### src/rtl/pc_fetch_ctrl.sv
// pc_fetch_ctrl: fetch sequencer for the instruction-memory port.
// Owns the program counter and issues sequential fetches (PC+4). Holds its
// output while IF/ID is stalled and applies branch/jump redirects. A redirect
// that lands while a fetch is outstanding lets that fetch finish and drops it.
// The registered output (valid/pc/inst) feeds the IF/ID latch directly.
//
// Optional build macro: FETCH_ALIGN_CHECK_EN
//   defined   : a misaligned redirect target pulses misalign_o, latches
//               bad_addr_o and parks the fetcher until reset.
//   undefined : misalign_o/bad_addr_o do not exist; the redirect target's
//               low two bits are forced to zero.
module pc_fetch_ctrl #(
  parameter int                    ADDR_WIDTH = 32,
  parameter int                    INST_WIDTH = 32,
  parameter logic [ADDR_WIDTH-1:0] RESET_PC   = '0
) (
  input  logic                  clk,
  input  logic                  rst,
  input  logic                  stall_i,
  input  logic                  redirect_i,
  input  logic [ADDR_WIDTH-1:0] redirect_pc_i,
  output logic                  imem_ce_o,
  output logic                  imem_req_o,
  output logic [ADDR_WIDTH-1:0] imem_addr_o,
  input  logic                  imem_ack_i,
  input  logic [INST_WIDTH-1:0] imem_rdata_i,
  output logic                  if_valid_o,
  output logic [ADDR_WIDTH-1:0] if_pc_o,
  output logic [INST_WIDTH-1:0] if_inst_o
`ifdef FETCH_ALIGN_CHECK_EN
  ,
  output logic                  misalign_o,
  output logic [ADDR_WIDTH-1:0] bad_addr_o
`endif
);

  typedef enum logic [1:0] {S_IDLE, S_REQ, S_HOLD, S_KILL} state_e;

  state_e                  state_q, state_d;
  logic [ADDR_WIDTH-1:0]   pc_q, pc_d;
  logic [ADDR_WIDTH-1:0]   kill_addr_q, kill_addr_d;
  logic                    ce_q;
  logic                    vld_q, vld_d;
  logic [ADDR_WIDTH-1:0]   ifpc_q, ifpc_d;
  logic [INST_WIDTH-1:0]   inst_q, inst_d;

  logic                    req;
  logic                    ack_ok;
  logic                    redir;
  logic [ADDR_WIDTH-1:0]   tgt;
  logic                    halt_q;

`ifdef FETCH_ALIGN_CHECK_EN
  logic                    halt_d;
  logic                    mis_q, mis_d;
  logic [ADDR_WIDTH-1:0]   bad_q, bad_d;
  logic                    mis_hit;

  // Target is taken as-is; misalignment is detected rather than masked.
  assign tgt     = redirect_pc_i;
  assign mis_hit = redir && (redirect_pc_i[1:0] != 2'b00);
`else
  // Without the check a misaligned target is silently word-aligned.
  assign tgt     = redirect_pc_i & ~ADDR_WIDTH'(3);
  assign halt_q  = 1'b0;
`endif

  // Once parked by a misaligned redirect, further redirects are ignored.
  assign redir = redirect_i && !halt_q;

  // Request strobe: REQ fetches only when the output slot can take the data;
  // KILL keeps the abandoned request up until memory acknowledges it.
  always_comb begin
    req = 1'b0;
    case (state_q)
      S_REQ:   req = !halt_q && !(vld_q && stall_i);
      S_KILL:  req = 1'b1;
      default: req = 1'b0;
    endcase
  end

  assign ack_ok      = req && imem_ack_i;
  assign imem_req_o  = req;
  assign imem_addr_o = (state_q == S_KILL) ? kill_addr_q : pc_q;
  assign imem_ce_o   = ce_q;
  assign if_valid_o  = vld_q;
  assign if_pc_o     = ifpc_q;
  assign if_inst_o   = inst_q;

  // Next-state and datapath: normal sequencing first, redirect overrides last.
  always_comb begin
    state_d     = state_q;
    pc_d        = pc_q;
    kill_addr_d = kill_addr_q;
    vld_d       = vld_q;
    ifpc_d      = ifpc_q;
    inst_d      = inst_q;
`ifdef FETCH_ALIGN_CHECK_EN
    halt_d      = halt_q;
    mis_d       = 1'b0;
    bad_d       = bad_q;
`endif

    case (state_q)
      S_IDLE: state_d = S_REQ;
      S_REQ: begin
        if (ack_ok) begin
          vld_d  = 1'b1;
          ifpc_d = pc_q;
          inst_d = imem_rdata_i;
          pc_d   = pc_q + ADDR_WIDTH'(4);
        end else if (vld_q && stall_i) begin
          state_d = S_HOLD;
        end else begin
          // Either nothing was held or IF/ID just took it.
          vld_d = 1'b0;
        end
      end
      S_HOLD: begin
        if (!stall_i) begin
          state_d = S_REQ;
          vld_d   = 1'b0;
        end
      end
      S_KILL: begin
        // Stale data is dropped; fetch restarts at the redirect target.
        if (ack_ok) state_d = S_REQ;
      end
      default: state_d = S_IDLE;
    endcase

    if (redir) begin
      vld_d = 1'b0;
`ifdef FETCH_ALIGN_CHECK_EN
      if (mis_hit) begin
        halt_d = 1'b1;
        mis_d  = 1'b1;
        bad_d  = redirect_pc_i;
      end else begin
        pc_d = tgt;
      end
`else
      pc_d = tgt;
`endif
      case (state_q)
        S_REQ: begin
          if (req && !imem_ack_i) begin
            state_d     = S_KILL;
            kill_addr_d = pc_q;
          end else begin
            state_d = S_REQ;
          end
        end
        S_KILL:  state_d = imem_ack_i ? S_REQ : S_KILL;
        default: state_d = S_REQ;
      endcase
    end
  end

  // State, PC and output registers with synchronous reset.
  always_ff @(posedge clk) begin
    if (rst) begin
      state_q     <= S_IDLE;
      pc_q        <= RESET_PC;
      kill_addr_q <= RESET_PC;
      vld_q       <= 1'b0;
      ifpc_q      <= '0;
      inst_q      <= '0;
    end else begin
      state_q     <= state_d;
      pc_q        <= pc_d;
      kill_addr_q <= kill_addr_d;
      vld_q       <= vld_d;
      ifpc_q      <= ifpc_d;
      inst_q      <= inst_d;
    end
  end

  // Chip enable comes up in the first cycle out of reset and stays up.
  always_ff @(posedge clk) begin
    if (rst)                    ce_q <= 1'b0;
    else if (state_q == S_IDLE) ce_q <= 1'b1;
  end

`ifdef FETCH_ALIGN_CHECK_EN
  // Misalignment trap: one-cycle pulse, sticky bad address and halt flag.
  always_ff @(posedge clk) begin
    if (rst) begin
      halt_q <= 1'b0;
      mis_q  <= 1'b0;
      bad_q  <= '0;
    end else begin
      halt_q <= halt_d;
      mis_q  <= mis_d;
      bad_q  <= bad_d;
    end
  end

  assign misalign_o = mis_q;
  assign bad_addr_o = bad_q;
`endif

endmodule
### config.mk
export PLATFORM = sky130hd
export DESIGN_NAME = pc_fetch_ctrl
export DESIGN_NICKNAME = d
export VERILOG_FILES = /design/src/rtl/pc_fetch_ctrl.sv
export SDC_FILE = /design/constraint.sdc
export NUM_CORES = 1
export LEC_CHECK = 0
export CAP_MARGIN = 30
export CORE_UTILIZATION = 30
export CTS_CLUSTER_DIAMETER = 120
export DETAILED_ROUTE_END_ITERATION = 7
export HOLD_SLACK_MARGIN = 0.1
export PLACE_DENSITY = 0.53
export SLEW_MARGIN = 20
export SYNTH_ARGS = -nofsm -noshare
export SYNTH_HDL_FRONTEND = slang
export SYNTH_SLANG_ARGS = --single-unit
### constraint.sdc
create_clock -name clk -period 2.5 [get_ports clk]
set_input_delay 0.25 -clock clk [delete_from_list [all_inputs] [get_ports clk]]
set_output_delay 0.25 -clock clk [all_outputs]
set_load 0.05 [all_outputs]
==> results_dict.tcl, run 1 <==
set metrics [dict create \
    ys.flop_type "dfxtp_1" \
    status "complete, no violations" \
    peakVddDrop_mv 0.471 \
    worst-setup-path-type "flip-flop to output port" \
    required_ns 2.25 \
    layout_common_cells "205 x nand2_1, 129 x clkdlybuf4s50_1, 126 x dfxtp_1, 98 x a21oi_1, 54 x buf_4" \
    slew_violations 0 \
    routedWlPerCell_um 15.0 \
    cts-buffers-inserted 17 \
    maxCapViolCount 0 \
    yosysWarnings 0 \
    drt-vias-per-instance 4.84 \
    antenna_found_initial 0 \
    rsz0062_at_grt "false" \
    startpoint_type "flip-flop" \
    grt_usage_pct 18.1 \
    num_vias 5174 \
    netlist_instances 682 \
    n_fill_cell 1741 \
    regArea_um2 2520 \
    fin_ws_ns 0.168 \
    ys_ff_latch 126 \
    period_share_pct 93.3 \
    port_buffers 161 \
    clk_pin_slew_ns 0.05 \
    htreeDepth 4 \
    post_cts_buffers 0 \
    drtIter0Drc 278 \
    fin_tns_setup_ns 0 \
    netlist.area_leader.share_pct 46.7 \
    tightest_slew_ns 0.953 \
    path_max_fanout 24 \
    grt_pass1_wl_mm 25.8 \
    multiInputGateArea_um2 2630 \
    fmax_mhz 429 \
    fin_nets 904 \
    hpwl_mm 11.3 \
    cts_root_buffer "clkbuf_16" \
    core.rowCount 48 \
    crit_path_end_kind "output port" \
    layout-drive-gt1-share_pct 14.2 \
    ant_nets 0 \
    synth_edf_count 0 \
    yosysTopAreaCell "dfxtp_1" \
    syn_area_um2 5410 \
    wl_mm 16.1 \
    clockBufferDepth 2 \
    initial_core_util_pct 31.0 \
    insertion_delay_ns 0.41 \
    tritoncts "yes" \
    grt_pass1_vias 5024 \
    worstHoldPathType "input pin to flip-flop" \
    core-area_um2 17400 \
    hold_viol_final 0 \
    area_growth_pct 44.4 \
    die_w_um 136 \
    drc 0 \
    synth_area_leaders "dfxtp_1 47%, nand2_1 14%, a21oi_1 9.1%" \
    avgSynthCellArea_um2 7.93 \
    slew_headroom_pct 36.5 \
    grt-ovfl-total 0 \
    p_per_area_nw_per_um2 712 \
    cp_data_arrival_time_ns 2.08 \
    cts.sinks 126 \
    synth_cell_types 45 \
    finalClockSkew_ns 0.00530 \
    diodes 0 \
    first_pass_iters 4 \
    setup_viol 0 \
    fp.dieH_um 136 \
    place_ws_ns 0.0402 \
    grt_max_degree 85 \
    boundaryPins 168 \
    layout_commonest_cell "nand2_1" \
    die_area_um2 18600 \
    gp_congestion 0.769 \
    async_flop_share_pct 0 \
    p_leak_nw 2.82 \
    post-route-min-period_ns 2.33 \
    ys_seq_area_share_pct 46.7 \
]
==> stage by stage <==
stage          hold WS (ns)  util, %  total power, W  cells  area, um2
2_1_floorplan         0.365        -         0.00277    685       5420
3_3_place_gp          0.440     41.4         0.00312   1040       7210
3_5_place_dp          0.444     41.4         0.00313   1040       7210
4_1_cts               0.369     44.8         0.00563   1069       7800
5_1_grt               0.367     44.8         0.00579   1069       7800
6_report              0.386     44.8         0.00556   1069       7800
==> repair_timing <==
action,4_1_cts,5_1_grt
hold buffers,0,0
gates resized for setup,0,1
endpoints found under the setup margin,0,23
==> metal layers <==
metal / GRT usage (%) / wire [um]
met5: 0 / 0
met1: 23.1 / 7450
met3: 5.00 / 723
met2: 28.9 / 7660
met4: 6.36 / 235
==> where the power goes <==
part | internal, W | total, W | switching (W)
logic | 0.000341 | 0.000901 | 0.000560
registers | 0.00210 | 0.00218 | 0.0000824
clock network | 0.00162 | 0.00248 | 0.000852
==> cells by family after synthesis <==
group	synth area share, %
simple gates	23.7
compound gates	15.3
flops	46.7
buf+inv	5.09
mux	6.44
xor+xnor	2.59
fa+ha+maj	0.231
other cells	0.0694
==> flip-flops by register name, indices dropped and copies added (netlist names) <==
register and count:
if_inst_o 32, if_pc_o 30, kill_addr_q 30, pc_q 30
state_q 2, if_valid_o 1, imem_ce_o 1
==> area by class of cell <==
cell class	instances	share of cell area (%)
multi-input combinational	495	33.8
tap	225	3.61
inverter	8	0.385
clock buffer	22	6.08
timing repair buffer	186	22.4
clock inverter	7	1.44
sequential	126	32.3
==> cells in the mapped netlist, types with 3 or more instances <==
| master | number |
|---|---|
| o21ai_0 | 11 |
| a21oi_1 | 98 |
| inv_1 | 7 |
| xnor2_1 | 8 |
| a311oi_1 | 12 |
| nand3_1 | 12 |
| nor4_1 | 4 |
| nand2_1 | 205 |
| or3_1 | 10 |
| clkbuf_1 | 36 |
| a211oi_1 | 12 |
| buf_2 | 5 |
| buf_1 | 7 |
| nor3_1 | 8 |
| nand4_1 | 12 |
| and2_1 | 3 |
| nor2_1 | 33 |
| xor2_1 | 8 |
| buf_4 | 5 |
| mux2_2 | 30 |
| dfxtp_1 | 126 |
==> worst max-delay path, stage by stage (launching register included) <==
cell and delay, ns:
dfxtp_1 0.40, nand2_1 0.35, buf_6 0.33, mux2_2 0.39
buf_4 0.19
==> worst paths after layout <==
check	from	end	slack (ns)	cells after the start
worst max-delay path	state_q[0]	imem_addr_o[19]	0.17	4
worst min-delay path	imem_rdata_i[12]	if_inst_o[12]	0.39	3
worst max register to register	state_q[0]	pc_q[25]	0.32	6
worst min register to register	kill_addr_q[12]	kill_addr_q[12]	0.45	2
Note: power is estimated with default switching activity, not from simulation.
==> run 2: changes to the inputs <==
--- a/config.mk
+++ b/config.mk
@@ -8,6 +8,7 @@
 export CAP_MARGIN = 30
 export CORE_UTILIZATION = 30
 export CTS_CLUSTER_DIAMETER = 120
+export CTS_CLUSTER_SIZE = 40
 export DETAILED_ROUTE_END_ITERATION = 7
 export HOLD_SLACK_MARGIN = 0.1
 export PLACE_DENSITY = 0.53
==> results of run 2 <==
No change in the layout: final DEF, timing and power equal those of run 1.
==> edit, RTL diff (settings of run 1) <==
Change the parameter `ADDR_WIDTH` from 32 to 40.
--- a/src/rtl/pc_fetch_ctrl.sv
+++ b/src/rtl/pc_fetch_ctrl.sv
@@ -12,3 +12,3 @@
 module pc_fetch_ctrl #(
-  parameter int                    ADDR_WIDTH = 32,
+  parameter int                    ADDR_WIDTH = 40,
   parameter int                    INST_WIDTH = 32,
Ports: changed (resized if_pc_o, imem_addr_o and redirect_pc_i); port bits go from 168 to 192. No check against the original RTL was run, so the function may have changed too.
==> edit against run 1 <==
  * Utilization increased by 0.26 points
  * Design area rose by 26%
  * Highest routed layer unchanged
  * Worst hold slack got worse by 0.017 ns
  * Power grew 19%
  * First-iteration DRC count decreased by 3.6%
  * Sequential cell count up 24
  * Synthesized area is 24% higher
  * Register-to-register slack worse by 0.17 ns
  * Wire length grew 29%
  * Non-clock buffer count is 43 higher
  * Maximum frequency fell by 0.65%
  * Worst setup slack worse by 0.015 ns
==> edit: results (changes against run 1) <==
- Run status: finished, final reports clean
- Count of different cell masters after synthesis: 49 (+8.9%)
- Clock power share: 43.3% (-1.3 points)
- Total track usage: 18.5% (+0.48 points)
- CP top delay family: simple AND/OR/NAND/NOR gates
- Worst path slowest cell: or4_1
- P_leak: 3.54 nW (+26%)
- Sw Ratio: 27.2% (+0.28 points)
- Num sequential: 150 (+19%)
- Clock skew: 0.00682 ns (+0.00152 ns)
- Placed Area: 9190 um^2 (+27%)
- Fill cells: 2,158 (+24%)
- Syn-to-layout area delta: 47.1%
- Worst Max-Slew Pin Slew: 0.732 ns (-0.221 ns)
- Routed len/inst: 15.7 um (+4.2%)
- Most frequent cells after synthesis: 256 x nand2_1, 150 x dfxtp_1, 118 x a21oi_1
- Gp weighted congestion: 0.805 (+4.7%)
- Synth Area in XOR/XNOR: 2.23% (-0.36 points)
- Vias in the first global route: 6,052 (+20%)
- Post-Synthesis Cells: 854 (+25%)
- Sequential area share after synthesis: 44.9% (-1.7 points)
- Fraction of layout cells with a size suffix above 1: 15.5% (+1.3 points)
- Clock-cell share: 6.58% (-0.94 points)
- Crit Path Max Fanout: 7 (-71%)
- Multiplexer area fraction after synthesis: 7.36% (+0.92 points)
- Via density: 4.78 (-1.2%)
- Pre-CTS WS: 0.0827 ns (+0.0425 ns)
- Non-CTS inverters: 10 (+2)
- # clk buffers: 23 (+4.5%)
- Fraction of area in multi-input gates: 34.1% (+0.32 points)
- P_int: 4.83 mW (+19%)
-- edit: changes by cell type after synthesis, sizes merged, moves of 7 or more --
cell    change
a21oi      +20
and3        +7
clkbuf     +21
dfxtp      +24
mux2       +11
nand2      +51
-- edit: layer usage --
| layer | up-vias | global-route usage [%] | part of all wire (%) |
|---|---|---|---|
| met1 | 2884 | 23.7 | 46 |
| met3 | 16 | 5.81 | 7.2 |
| met5 | - | 0 | 0 |
| met4 | 0 | 5.15 | 1.2 |
| met2 | 164 | 29.8 | 46 |
| li1 | 3249 | - | - |
-- edit: final timing paths --
check | start | slack [ns] | end | depth (start not counted)
min | imem_rdata_i[8] | 0.37 | if_inst_o[8] | 3
max reg2reg | pc_q[9] | 0.15 | pc_q[24] | 5
max | pc_q[9] | 0.15 | pc_q[24] | 5
min reg2reg | if_inst_o[22] | 0.45 | if_inst_o[22] | 2
